**src/rtl/nes_pal_pkg.sv**
```systemverilog
// ============================================================================
//  Package     : nes_pal_pkg
//  Description : Shared types for the custom-palette download path: the
//                palette entry carried through the FIFO, the number of
//                entries in a palette, and the loader state encoding.
//  Revision    : 1.0 - initial release
// ============================================================================
`default_nettype none

package nes_pal_pkg;

  localparam int PAL_ENTRIES = 64;
  localparam int PAL_IDX_W   = 6;
  localparam int PAL_RGB_W   = 15;

  // One palette RAM write: entry index plus BGR555 colour {B,G,R}.
  typedef struct packed {
    logic [PAL_IDX_W-1:0] idx;
    logic [PAL_RGB_W-1:0] rgb;
  } pal_entry_t;

  typedef enum logic [1:0] {
    IDLE    = 2'd0,
    COLLECT = 2'd1,
    DRAIN   = 2'd2,
    DONE    = 2'd3
  } pal_ld_state_t;

endpackage

`default_nettype wire

```
**src/rtl/pal_entry_fifo.sv**
```systemverilog
// ============================================================================
//  Module      : pal_entry_fifo
//  Description : Synchronous show-ahead FIFO of palette entries. The head
//                entry is visible on pop_data whenever the FIFO is not empty.
//  Ports       : clk, reset_n (async, active-low)
//                flush          - synchronous clear of all entries
//                push/push_data - write one entry (dropped when full unless
//                                 a pop happens in the same cycle)
//                pop/pop_data   - consume the head entry
//                empty, count   - occupancy status
//  Revision    : 1.0 - initial release
// ============================================================================
`default_nettype none

module pal_entry_fifo
  import nes_pal_pkg::*;
#(
  parameter int FIFO_DEPTH = 8
) (
  input  logic                          clk,
  input  logic                          reset_n,
  input  logic                          flush,
  input  logic                          push,
  input  pal_entry_t                    push_data,
  input  logic                          pop,
  output pal_entry_t                    pop_data,
  output logic                          empty,
  output logic [$clog2(FIFO_DEPTH):0]   count
);

  localparam int AW = $clog2(FIFO_DEPTH);

  pal_entry_t  r_mem [FIFO_DEPTH];
  logic [AW:0] r_wr_ptr;
  logic [AW:0] r_rd_ptr;
  logic        w_full;
  logic        w_do_push;
  logic        w_do_pop;

  // Pointers carry one extra wrap bit so full and empty are distinguishable.
  assign count    = r_wr_ptr - r_rd_ptr;
  assign empty    = (count == '0);
  assign w_full   = (count == (AW+1)'(FIFO_DEPTH));
  assign w_do_pop  = pop & ~empty;
  // A pop in the same cycle frees the slot, so a push into a full FIFO
  // still lands and the occupancy stays unchanged.
  assign w_do_push = push & (~w_full | w_do_pop);
  assign pop_data  = r_mem[r_rd_ptr[AW-1:0]];

  always_ff @(posedge clk or negedge reset_n) begin
    if (!reset_n) begin
      r_wr_ptr <= '0;
      r_rd_ptr <= '0;
    end else if (flush) begin
      r_wr_ptr <= '0;
      r_rd_ptr <= '0;
    end else begin
      if (w_do_push) r_wr_ptr <= r_wr_ptr + 1'b1;
      if (w_do_pop)  r_rd_ptr <= r_rd_ptr + 1'b1;
    end
  end

  always_ff @(posedge clk) begin
    if (w_do_push && !flush) r_mem[r_wr_ptr[AW-1:0]] <= push_data;
  end

endmodule

`default_nettype wire

```
**src/rtl/palette_load_ctrl.sv**
```systemverilog
// ============================================================================
//  Module      : palette_load_ctrl
//  Description : Custom-palette download sequencer. Assembles download bytes
//                into BGR555 entries, buffers them, and writes them to the
//                palette RAM only during vertical blank (when VBL_GATE=1),
//                with at least one idle cycle between writes.
//  Ports       : clk, reset_n (async, active-low)
//                dl_active/dl_wr/dl_addr/dl_data - download byte stream
//                dl_wait                          - back-pressure to source
//                vblank                           - write window
//                load_color/_index/_data          - palette RAM write port
//                busy, done, short_file           - status
//  Config      : PAL_RGB24_EN defined  -> 24-bit RGB triplet input format
//                PAL_RGB24_EN undefined-> 16-bit little-endian BGR555 words
//  Revision    : 1.0 - initial release
// ============================================================================
`default_nettype none

module palette_load_ctrl
  import nes_pal_pkg::*;
#(
  parameter int FIFO_DEPTH = 8,
  parameter int VBL_GATE   = 1
) (
  input  logic        clk,
  input  logic        reset_n,
  input  logic        dl_active,
  input  logic        dl_wr,
  input  logic [8:0]  dl_addr,
  input  logic [7:0]  dl_data,
  output logic        dl_wait,
  input  logic        vblank,
  output logic        load_color,
  output logic [5:0]  load_color_index,
  output logic [14:0] load_color_data,
  output logic        busy,
  output logic        done,
  output logic        short_file
);

  localparam int CW = $clog2(FIFO_DEPTH) + 1;

  pal_ld_state_t r_state;
  pal_ld_state_t w_next;

  logic          r_dl_active_q;
  logic          w_dl_rise;
  logic          w_byte_ok;
  logic          w_push;
  pal_entry_t    w_push_entry;
  pal_entry_t    w_head;
  logic          w_fifo_empty;
  logic [CW-1:0] w_fifo_count;
  logic          w_drain_state;
  logic          w_win_open;
  logic          w_pop;

  logic          r_load_color;
  logic [5:0]    r_idx;
  logic [14:0]   r_data;
  logic [6:0]    r_entry_cnt;
  logic          r_short;

  always_ff @(posedge clk or negedge reset_n) begin
    if (!reset_n) r_dl_active_q <= 1'b0;
    else          r_dl_active_q <= dl_active;
  end

  assign w_dl_rise = dl_active & ~r_dl_active_q;

  // --------------------------------------------------------------------------
  // Byte assembler. A byte arriving in the same cycle as the dl_active rise
  // would collide with the flush, so it is ignored.
  // --------------------------------------------------------------------------
`ifdef PAL_RGB24_EN
  logic [1:0] r_phase;
  logic [5:0] r_trip;
  logic [4:0] r_red;
  logic [4:0] r_grn;

  assign w_byte_ok        = dl_active & dl_wr & ~w_dl_rise & (dl_addr < 9'd192);
  assign w_push           = w_byte_ok & (r_phase == 2'd2);
  assign w_push_entry.idx = r_trip;
  assign w_push_entry.rgb = {dl_data[7:3], r_grn, r_red};

  // Running triplet position replaces addr%3 and addr/3.
  always_ff @(posedge clk or negedge reset_n) begin
    if (!reset_n) begin
      r_phase <= '0;
      r_trip  <= '0;
      r_red   <= '0;
      r_grn   <= '0;
    end else if (w_dl_rise) begin
      r_phase <= '0;
      r_trip  <= '0;
      r_red   <= '0;
      r_grn   <= '0;
    end else if (w_byte_ok) begin
      case (r_phase)
        2'd0: begin
          r_red   <= dl_data[7:3];
          r_phase <= 2'd1;
        end
        2'd1: begin
          r_grn   <= dl_data[7:3];
          r_phase <= 2'd2;
        end
        default: begin
          r_phase <= 2'd0;
          r_trip  <= r_trip + 1'b1;
        end
      endcase
    end
  end
`else
  logic [7:0] r_held;
  logic       unused_bit15;

  // Bit 7 of the odd byte is colour bit 15, which BGR555 has no room for.
  assign unused_bit15     = dl_data[7];
  assign w_byte_ok        = dl_active & dl_wr & ~w_dl_rise & (dl_addr < 9'd128);
  assign w_push           = w_byte_ok & dl_addr[0];
  assign w_push_entry.idx = dl_addr[6:1];
  assign w_push_entry.rgb = {dl_data[6:0], r_held};

  always_ff @(posedge clk or negedge reset_n) begin
    if (!reset_n)                       r_held <= '0;
    else if (w_dl_rise)                 r_held <= '0;
    else if (w_byte_ok && !dl_addr[0])  r_held <= dl_data;
  end
`endif

  pal_entry_fifo #(
    .FIFO_DEPTH (FIFO_DEPTH)
  ) u_fifo (
    .clk       (clk),
    .reset_n   (reset_n),
    .flush     (w_dl_rise),
    .push      (w_push),
    .push_data (w_push_entry),
    .pop       (w_pop),
    .pop_data  (w_head),
    .empty     (w_fifo_empty),
    .count     (w_fifo_count)
  );

  // One slot of headroom so a byte already launched by the source still fits.
  assign dl_wait = (w_fifo_count >= CW'(FIFO_DEPTH - 1));

  // --------------------------------------------------------------------------
  // Drain engine. A pop launches a registered write on the following cycle;
  // refusing to pop while that write is on the bus forces the idle gap.
  // --------------------------------------------------------------------------
  assign w_drain_state = (r_state == COLLECT) || (r_state == DRAIN);
  assign w_win_open    = (VBL_GATE == 0) ? 1'b1 : vblank;
  assign w_pop         = w_drain_state & ~w_fifo_empty & w_win_open &
                         ~r_load_color & ~w_dl_rise;

  always_ff @(posedge clk or negedge reset_n) begin
    if (!reset_n) begin
      r_load_color <= 1'b0;
      r_idx        <= '0;
      r_data       <= '0;
    end else begin
      r_load_color <= w_pop;
      if (w_pop) begin
        r_idx  <= w_head.idx;
        r_data <= w_head.rgb;
      end
    end
  end

  always_ff @(posedge clk or negedge reset_n) begin
    if (!reset_n)
      r_entry_cnt <= '0;
    else if (w_dl_rise)
      r_entry_cnt <= '0;
    else if (w_push && (r_entry_cnt != 7'(PAL_ENTRIES)))
      r_entry_cnt <= r_entry_cnt + 1'b1;
  end

  always_ff @(posedge clk or negedge reset_n) begin
    if (!reset_n)
      r_short <= 1'b0;
    else if (w_dl_rise)
      r_short <= 1'b0;
    else if ((r_state == DRAIN) && (w_next == DONE))
      r_short <= (r_entry_cnt < 7'(PAL_ENTRIES));
  end

  // --------------------------------------------------------------------------
  // Sequencer
  // --------------------------------------------------------------------------
  always_ff @(posedge clk or negedge reset_n) begin
    if (!reset_n) r_state <= IDLE;
    else          r_state <= w_next;
  end

  always_comb begin
    w_next = r_state;
    done   = 1'b0;
    busy   = 1'b1;
    case (r_state)
      IDLE: begin
        busy = 1'b0;
        if (w_dl_rise) w_next = COLLECT;
      end
      COLLECT: begin
        if (!dl_active) w_next = DRAIN;
      end
      DRAIN: begin
        // A new download abandons the queued entries without signalling done.
        if (w_dl_rise)
          w_next = COLLECT;
        else if (w_fifo_empty && !r_load_color)
          w_next = DONE;
      end
      DONE: begin
        done = 1'b1;
        if (w_dl_rise) w_next = COLLECT;
        else           w_next = IDLE;
      end
      default: w_next = IDLE;
    endcase
  end

  assign load_color       = r_load_color;
  assign load_color_index = r_idx;
  assign load_color_data  = r_data;
  assign short_file       = r_short;

endmodule

`default_nettype wire

```
**config.mk**
```make
export PLATFORM = sky130hd
export DESIGN_NAME = palette_load_ctrl
export DESIGN_NICKNAME = d
export VERILOG_FILES = /design/src/rtl/nes_pal_pkg.sv /design/src/rtl/pal_entry_fifo.sv /design/src/rtl/palette_load_ctrl.sv
export SDC_FILE = /design/constraint.sdc
export NUM_CORES = 1
export LEC_CHECK = 0
export BUFFER_PORTS_ARGS = -buffer_cell sky130_fd_sc_hd__buf_2
export CORE_ASPECT_RATIO = 1.75
export CORE_MARGIN = 8
export CORE_UTILIZATION = 30
export DETAILED_ROUTE_END_ITERATION = 6
export PLACE_DENSITY = 0.45
export SKIP_CTS_REPAIR_TIMING = 1
export SYNTH_ARGS = -nofsm -noshare
export SYNTH_HDL_FRONTEND = slang
export SYNTH_SLANG_ARGS = --single-unit
```
**constraint.sdc**
```tcl
create_clock -name clk -period 5.8 [get_ports clk]
set_input_delay 0.58 -clock clk [delete_from_list [all_inputs] [get_ports clk]]
set_output_delay 0.58 -clock clk [all_outputs]
set_load 0.01 [all_outputs]
```
==> flow_summary.toml, run 1 <==
[critical_path]
worstReg2RegEnd = "load_color_index[5]"
worst-r2r-cell-count = 9
cp-start-kind = "register"
cp-startpoint = "u_fifo.r_wr_ptr[0]"
path_max_fanout = 23
critPathCapture = "load_color_index[5]"
cp.arrival_ps = 3780
critPathCaptureType = "register"
worst_ep_required_time_ps = 6130
rrSetupSlack_ps = 2350
rr_startpoint = "u_fifo.r_wr_ptr[0]"
worst-setup-path-type = "register to register"

[clock_tree]
cts_max_level = 1
worstSkewPairLatency_ps = 500
cts.reportedPaths.clkPinSlew_ps = 70
cts_root_buf = "clkbuf_16"
cts_tree = "done"
clock-sinks = 217
clockBufferDepth = 3
numCtsBuffers = 21

[cells_and_area]
area_delta_synth_final_pct = 16.26
diodes = 0
drive_gt1_share_pct = 25.34
fin_nets = 601
final_cell_area_um2 = 10180
post-route-util_pct = 35.01

[timing]
rsz0062_at_grt = "false"
slew_violations = 0
min_period_ps = 3446
min_period_over_period_pct = 59.42
fin_setup_tns_ps = 0
clock-skew-final_ps = 10.61
fmax_mhz = 290.2
slew_headroom_pct = 24.09
setup_violations = 0
final_hold_viol_count = 0
tightestPinTransition_ps = 1139
setup_slack_ps = 2354

[pwr]
clkPwrFrac_pct = 32.3
max-vdd-ir-drop_mv = 0.2299
p_leak_nw = 3.674
p_int_mw = 2.934
switchingPower_mw = 1.223
power_frac_seq_pct = 44.1
p_comb_share_pct = 23.6
swShare_pct = 29.42
power_density_nw_per_um2 = 408.4
finalPower_mw = 4.157

[floorplan]
die_w_um = 145.1
core_um2 = 29080
initial_core_util_pct = 30.11
io_pins = 48
placementRows = 83
die_h_um = 242
fp.dieArea_um2 = 35120

[status]
status = "finished clean"

[detailed_routing]
drc = 0
first_pass_iters = 4
avgViaCountPerCell = 4.864
via_count = 4679
ant_nets = 0
wl_per_cell_um = 21.41
drt_wl_total_mm = 20.60
drt_iter0_markers = 245

[yosys]
synth_largest_area_cell = "edfxtp_1"
synth_edf_count = 168
synth_area_um2 = 8756
synthTopCellsByArea = "edfxtp_1 (58%), dfrtp_1 (14%), mux4_2 (11%), mux2i_1 (3.0%), o21ai_0 (2.6%)"
async_reset_ff_share_pct = 22.58
synth_seq_cells = 217
ys_seq_area_share_pct = 71.62
ys_types = 46
yosysMostFrequentCell = "edfxtp_1"
yosys-top-cells-count = "edfxtp_1 (168), dfrtp_1 (49), o21ai_0 (45), mux4_2 (42), nand2_1 (33)"
synth_warnings = 0
ys.flop_type = "edfxtp_1"
avgSynthCellArea_um2 = 17.30
yosys.area.top_type_share_pct = 57.62
synth_nets = 541
synthCells = 506

[global_routing]
grt_pass1_vias = 5265
grt_max_degree = 50
grt_pass1_wl_mm = 32.09
grt_usage_pct = 11.90
antenna_found_initial = 1
grt-ovfl-total = 0

[placement]
place_area_um2 = 9523
numPortBuffers = 47
dp_slack_ps = 2321
dpl.hpwl_mm = 12.53
gp_congestion = 0.7360

[hold_path]
hp-class = "primary input to asynchronous set/reset pin"

[flow_run]
drv_cap = 0
worst min path at each step:
stage / end / slack (ps) / depth (start not counted)
after floorplan: load_color / 280 / 0
after global routing: r_dl_active_q / 220 / 1
after detailed placement: load_color_data[7] / 490 / 2
after global placement: load_color_index[5] / 490 / 2
final: load_color_data[14] / 210 / 2
after CTS: r_dl_active_q / 200 / 1
cells by family after synthesis:
| group | Yosys count | share of synthesized area (%) |
|---|---|---|
| AO/OA/AOI/OAI | 68 | 4.473 |
| XOR/XNOR | 10 | 1.000 |
| adder cells (fa/ha/maj) | 13 | 1.943 |
| buffers and inverters | 37 | 1.686 |
| flip-flops | 217 | 71.62 |
| multiplexers | 68 | 13.78 |
| AND/OR/NAND/NOR | 93 | 5.502 |
per-layer routing:
layer / track usage [%] / vias to the layer above / routed length, um
met5: 0 / - / 10
met4: 4.645 / 2 / 549
met3: 1.664 / 35 / 765
met2: 21.95 / 111 / 11240
met1: 13.56 / 2437 / 8029
li1: - / 2094 / -
power groups by stage:
stage	clock network (mW)	logic, mW	registers, mW
detailed placement	0	1.01	1.87
global placement	0	0.986	1.87
CTS	1.39	1.01	1.84
global route	1.43	1.09	1.85
floorplan	0	0.635	1.88
finish	1.34	0.983	1.83
critical path, stage by stage, from the launching register on:
cell	delay (ps)
dfrtp_1	610
inv_1	180
ha_1	240
inv_1	80
fa_1	420
nand2b_1	180
nor2_1	330
o21ai_1	180
nand2_1	810
o21ai_0	240
cells in the final DEF (no fill, tap or decap), types with 5 or more instances in the layout:
cell type	netlist	routed
edfxtp_1	168	168
nor2_1	11	10
inv_1	12	12
dfrtp_1	49	47
o21ai_0	45	45
clkbuf_16	0	21
buf_4	0	14
buf_2	6	47
clkbuf_1	16	7
mux2i_1	26	26
o21ai_1	5	5
mux4_2	42	42
a21oi_1	7	7
nand3_1	17	17
ha_1	12	12
xnor2_1	5	5
xor2_1	5	5
nand2_1	33	33
flip-flops by register name (all words and copies together) (netlist names):
name              cells
load_color            1
load_color_data      15
load_color_index      6
r_dl_active_q         1
r_entry_cnt           7
r_held                8
r_state               2
short_file            1
u_fifo.r_mem        168
u_fifo.r_rd_ptr       4
u_fifo.r_wr_ptr       4
through the flow:
stage               hold slack, ps  cells
finish                       208.3    962
global route                 223.1    962
CTS                          203.0    962
detailed placement           493.5    925
global placement             489.4    925
floorplan                    284.4    506
cell type report:
| cell class | instances | area, um2 |
|---|---|---|
| repair buffers | 61 | 340.3 |
| flip-flops and latches | 217 | 6274 |
| inverters | 13 | 48.80 |
| clock buffers | 28 | 551.8 |
| multi-input cells | 252 | 2382 |
| well taps | 382 | 478.0 |
| fillers | 2781 | 18900 |
| clock inverters | 9 | 105.1 |
(Power assumes the default switching activity.)
==> run 2: changes to the inputs <==
Clock period 5.8 ns to 3.2 ns, I/O delays scaled along.
==> run 2 against run 1 <==
Global-route usage about the same. Clock skew is essentially flat. Sequential cell count unchanged. Critical endpoint is now u_fifo.r_mem[2][19]. Largest cell class unchanged. Highest routed layer is now met4.
==> flow_summary.toml, run 2 (synthesis results as in run 1) <==
[status]
status = "finished clean"

[detailed_routing]
drt_iter0_markers = 266
via_count = 4655
drt_wl_total_mm = 20.51
drc = 0
avgViaCountPerCell = 4.774
ant_nets = 0
first_pass_iters = 4
wl_per_cell_um = 21.03

[clock_tree]
numCtsBuffers = 21
worstSkewPairLatency_ps = 500
cts_tree = "done"
cts_root_buf = "clkbuf_16"
cts_max_level = 1
clock-sinks = 217
clockBufferDepth = 3
cts.reportedPaths.clkPinSlew_ps = 70

[cells_and_area]
drive_gt1_share_pct = 26.98
largest_reg_flops = 168
final_cells = 975
fin_nets = 614
final_common_cell = "edfxtp_1"
area_delta_synth_final_pct = 18.71
layout_common_cells = "edfxtp_1 (168), buf_2 (47), dfrtp_1 (47)"
diodes = 0

[global_routing]
grt_usage_pct = 11.87
grt_pass1_vias = 5268
antenna_found_initial = 0
grt-ovfl-total = 0
grt_max_degree = 47
grt_pass1_wl_mm = 31.97

[timing]
tightestPinTransition_ps = 916.2
final_hold_viol_count = 0
min_period_over_period_pct = 89.80
slew_violations = 0
fin_setup_tns_ps = 0
slew_headroom_pct = 38.92
rsz0062_at_grt = "false"
clock-skew-final_ps = 10.87
fmax_mhz = 348.0
min_period_ps = 2874
setup_violations = 0

[critical_path]
worst-setup-path-type = "register to register"
max_stage_delay_ps = 400
critPathTopFamily = "buffers and inverters"
path_max_fanout = 21
worst_ep_required_time_ps = 3350
worst_path_max_delay_cell = "buf_4"
cp.arrival_ps = 3020
cp-start-kind = "register"
critPathCaptureType = "register"
timing.critical_path.buf_inv = 3
crit_chain = "inv_2, ha_1, inv_1, fa_1, xor2_1, nor2_1, a41o_2, nor4b_4, buf_4"

[floorplan]
placementRows = 83
die_h_um = 242
initial_core_util_pct = 30.11
fp.dieArea_um2 = 35120
io_pins = 48
core_um2 = 29080
die_w_um = 145.1

[hold_path]
hp-class = "primary input to register"

[pwr]
p_int_mw = 5.423
power_density_nw_per_um2 = 732.7
swShare_pct = 28.80
switchingPower_mw = 2.193
p_leak_nw = 3.754
clkPwrFrac_pct = 32.3
max-vdd-ir-drop_mv = 0.3656
p_comb_share_pct = 24.2
power_frac_seq_pct = 43.6
finalPower_mw = 7.616

[flow_run]
drv_cap = 0

[placement]
numPortBuffers = 47
dpl.hpwl_mm = 13.09
gp_congestion = 0.7181
dp.cells = 936
[run 2: cell types whose count changed in the layout (fill, tap and decap cells not counted), sizes merged]
cell | previous run | this run
buf | 61 | 72
clkinv | 6 | 4
dlygate4sd3 | 0 | 2
clkbuf | 28 | 31
clkinvlp | 2 | 1
[run 2: power groups by stage]
| stage | logic (mW) | registers, mW | clock network [mW] |
|---|---|---|---|
| after global placement | 1.90 | 3.38 | 0 |
| after global routing | 2.06 | 3.34 | 2.63 |
| after floorplan | 1.16 | 3.41 | 0 |
| after detailed placement | 1.90 | 3.38 | 0 |
| after CTS | 1.91 | 3.32 | 2.54 |
| final | 1.84 | 3.32 | 2.46 |
[run 2: metal layers]
metal  vias up  share of wire [%]  global-route usage, %
met3        29                3.1                  1.776
met5         -                  0                      0
met1      2428                 39                  13.04
met4         0                2.4                  4.583
li1       2122                  -                      -
met2        76                 56                  22.38
[run 2: layout make-up]
type	count	area [um2]
clock buffers	31	583.1
clock inverters	6	85.08
inverters	13	48.80
repair buffers	74	505.5
well taps	382	478.0
fillers	2780	18680
flip-flops and latches	217	6274
multi-input cells	252	2420
[run 2: metrics by stage]
step | instance area [um2] | hold WS, ps | setup WS [ps] | utilization, %
6_report | 10390 | 64.89 | 326.3 | 35.74
3_5_place_dp | 9706 | 406.6 | 327.8 | 33.38
2_1_floorplan | 8846 | 24.41 | 22.72 | -
3_3_place_gp | 9706 | 395.3 | 354.1 | 33.38
5_1_grt | 10390 | 57.12 | 145.0 | 35.74
4_1_cts | 10370 | -130.0 | 307.0 | 35.68
[run 2: worst paths after layout]
kind,depth (start not counted),to,slack [ps],from
hold / removal,3,r_held[7],60,dl_data[7]
min in group asynchronous,2,u_fifo.r_rd_ptr[2],410,reset_n
setup / recovery,9,u_fifo.r_mem[2][19],330,u_fifo.r_wr_ptr[0]
hold reg to reg,2,load_color_index[3],510,load_color_index[3]
max in group asynchronous,4,r_entry_cnt[1],1860,reset_n
setup reg to reg,9,u_fifo.r_mem[2][19],330,u_fifo.r_wr_ptr[0]
[run 2: worst min-delay path, cell delays in order]
cell     delay [ps]
buf_2           110
nand2_1          50
nand2_1          50
==> run 3: changes to the inputs <==
Settings changed: SYNTH_HIERARCHICAL set to 1.
==> run 3 against run 2 <==
Design area rose by 3.3%. Maximum frequency decreased by 5.9%. Area after synthesis is 2.8% higher. Clock power grew 11%. Non-clock buffer count fell by 3. Critical path depth up 4. First-iteration DRC count is 0.38% higher. Core utilization grew 0.24 points. Combinational power decreased by 68%. Total power decreased by 14%. Cell count grew 5.5%. Hold slack got worse by 30 ps. Highest routed layer unchanged.
==> flow_summary.toml, run 3 <==
[timing]
min_period_ps = 3052
whs_ps = 34.98
slew_headroom_pct = 35.33
setup_slack_ps = 147.6
min_period_over_period_pct = 95.39
setup_violations = 0
slew_violations = 0
final_hold_viol_count = 0
clock-skew-final_ps = 20.89
fmax_mhz = 327.6
tightestPinTransition_ps = 970.1

[yosys]
synthAdderAreaFrac_pct = 1.890
synth_seq_cells = 217
synth_top_family_by_area = "multiplexers"
synth_xor_area_share_pct = 0.5836
synth_area_um2 = 9005
yosys.area.top_type_share_pct = 56.02
synthSimpleGateAreaFrac_pct = 8.865
avgSynthCellArea_um2 = 16.31
synth_nets = 587
ys_seq_area_share_pct = 69.64
synth_edf_count = 168
yosys-top-cells-count = "edfxtp_1 (168), nand2_1 (81), dfrtp_1 (49), mux4_2 (42), nor2_1 (27)"
synthTopCellsByArea = "edfxtp_1 (56%), dfrtp_1 (14%), mux4_2 (11%), nand2_1 (3.4%), mux2_1 (2.6%)"
ys_types = 56
synth_largest_area_cell = "edfxtp_1"
synth_warnings = 6
synthCells = 552
synth_mux_area_share_pct = 13.94
synth_compound_area_share_pct = 2.890
ys.flop_type = "edfxtp_1"
async_reset_ff_share_pct = 22.58
yosysMostFrequentCell = "edfxtp_1"

[cells_and_area]
nFillCells = 2883
multi_input_area_um2 = 2691
final_common_cell = "edfxtp_1"
final_cells = 1029
layout_common_cells = "edfxtp_1 (168), nand2_1 (80), buf_2 (47)"
area_delta_synth_final_pct = 19.27
diodes = 0
drive_gt1_share_pct = 28.66
seqCellArea_um2 = 6275
largest_reg_flops = 168
fin_nets = 661

[critical_path]
max_stage_delay_ps = 560
worstReg2RegEnd = "u_fifo/r_mem[3][17]"
worst-setup-path-type = "register to register"
worst_ep_required_time_ps = 3330
timing.critical_path.buf_inv = 4
critPathTopFamily = "simple AND/OR/NAND/NOR gates"
rrSetupSlack_ps = 150
cp.arrival_ps = 3180
crit_chain = "inv_2, ha_2, inv_1, fa_1, nand2b_4, nor3_2, nor2_1, nand4_2, inv_4, or3_4, a21oi_4, buf_12, nor2_4"
path_max_fanout = 21
rr_startpoint = "u_fifo/r_wr_ptr[0]"
worst-r2r-cell-count = 13
worst_path_max_delay_cell = "nor2_4"
critPathCaptureType = "register"
path_depth = 13
cp-start-kind = "register"

[clock_tree]
numCtsBuffers = 22
cts.reportedPaths.clkPinSlew_ps = 60
clock-sinks = 217
clockBufferDepth = 3
worstSkewPairLatency_ps = 520
cts_root_buf = "clkbuf_16"
cts_tree = "done"
cts_max_level = 1

[global_routing]
grt_usage_pct = 11.82
grt_pass1_vias = 5427
grt_pass1_wl_mm = 32.40
grt_max_degree = 47
grt-ovfl-total = 0
antenna_found_initial = 0

[floorplan]
die_w_um = 147.0
fp.dieArea_um2 = 36030
placementRows = 84
die_h_um = 245.2
initial_core_util_pct = 30.17
core_um2 = 29850
io_pins = 48

[detailed_routing]
wl_per_cell_um = 20.94
via_count = 4995
wl_met2_mm = 11.81
drt_iter0_markers = 267
wl_met3_um = 624
wl_met1_mm = 8.450
ant_nets = 0
drc = 0
drt_wl_total_mm = 21.55
top_layer_used = "met4"
avgViaCountPerCell = 4.854
first_pass_iters = 4

[hold_path]
hp-class = "primary input to register"
holdPathEnd = "r_held[7]"
worstHoldStart = "dl_data[7]"
holdPathStages = 3

[status]
status = "finished clean"

[placement]
dpl.hpwl_mm = 13.74
dp_slack_ps = 57.11
dp.cells = 983
numPortBuffers = 47
gp_congestion = 0.7697

[pwr]
power_density_nw_per_um2 = 613.0
max-vdd-ir-drop_mv = 0.3170
p_leak_nw = 3.893
finalPower_mw = 6.583

[flow_run]
drv_cap = 0
## run 3: final cells by class
class	instances	area share [%]
Inverter	19	0.7106
Tap cell	387	4.508
Multi-Input combinational cell	295	25.06
Clock buffer	27	5.487
Timing Repair Buffer	71	4.147
Clock inverter	13	1.666
Sequential cell	217	58.42
## run 3: worst max-delay path by stage
stage / start / end / slack, ps
3_5_place_dp: u_fifo/r_wr_ptr[1] / u_fifo/r_mem[0][9] / 60
4_1_cts: u_fifo/r_wr_ptr[0] / u_fifo/r_mem[0][17] / 20
3_3_place_gp: u_fifo/r_wr_ptr[0] / u_fifo/r_mem[0][8] / 90
2_1_floorplan: u_fifo/r_rd_ptr[1] / u_fifo/r_mem[0][0] / -190
6_report: u_fifo/r_wr_ptr[0] / u_fifo/r_mem[3][17] / 150
5_1_grt: u_fifo/r_wr_ptr[0] / u_fifo/r_mem[1][14] / -20
## run 3: cell families after synthesis
kind of cell	after synthesis
buffers and inverters	44
AND/OR/NAND/NOR	165
XOR/XNOR	6
AO/OA/AOI/OAI	37
multiplexers	70
adder cells (fa/ha/maj)	13
flip-flops	217
## run 3: power by group
part / switching (mW) / internal, mW
Clock: 1.08 / 1.64
Combinational: 0.330 / 0.264
Sequential: 0.0889 / 3.18
## run 3: worst min-delay path, cell delays in order
cell and delay [ps]:
buf_2 90, nand2_1 40, o21ai_1 60
## run 3: stage by stage
stage                     area [um2]  TNS (ps)  utilization, %
final                          10740         0           35.98
after global routing           10740    -392.5           35.98
after CTS                      10670         0           35.75
after detailed placement        9903         0           33.18
after global placement          9903         0           33.18
after floorplan                 9148    -32380               -
## run 3: layer usage
layer	vias up	track usage, %
li1	2249	-
met1	2624	13.21
met2	87	21.97
met3	35	1.328
met4	0	5.514
met5	-	0
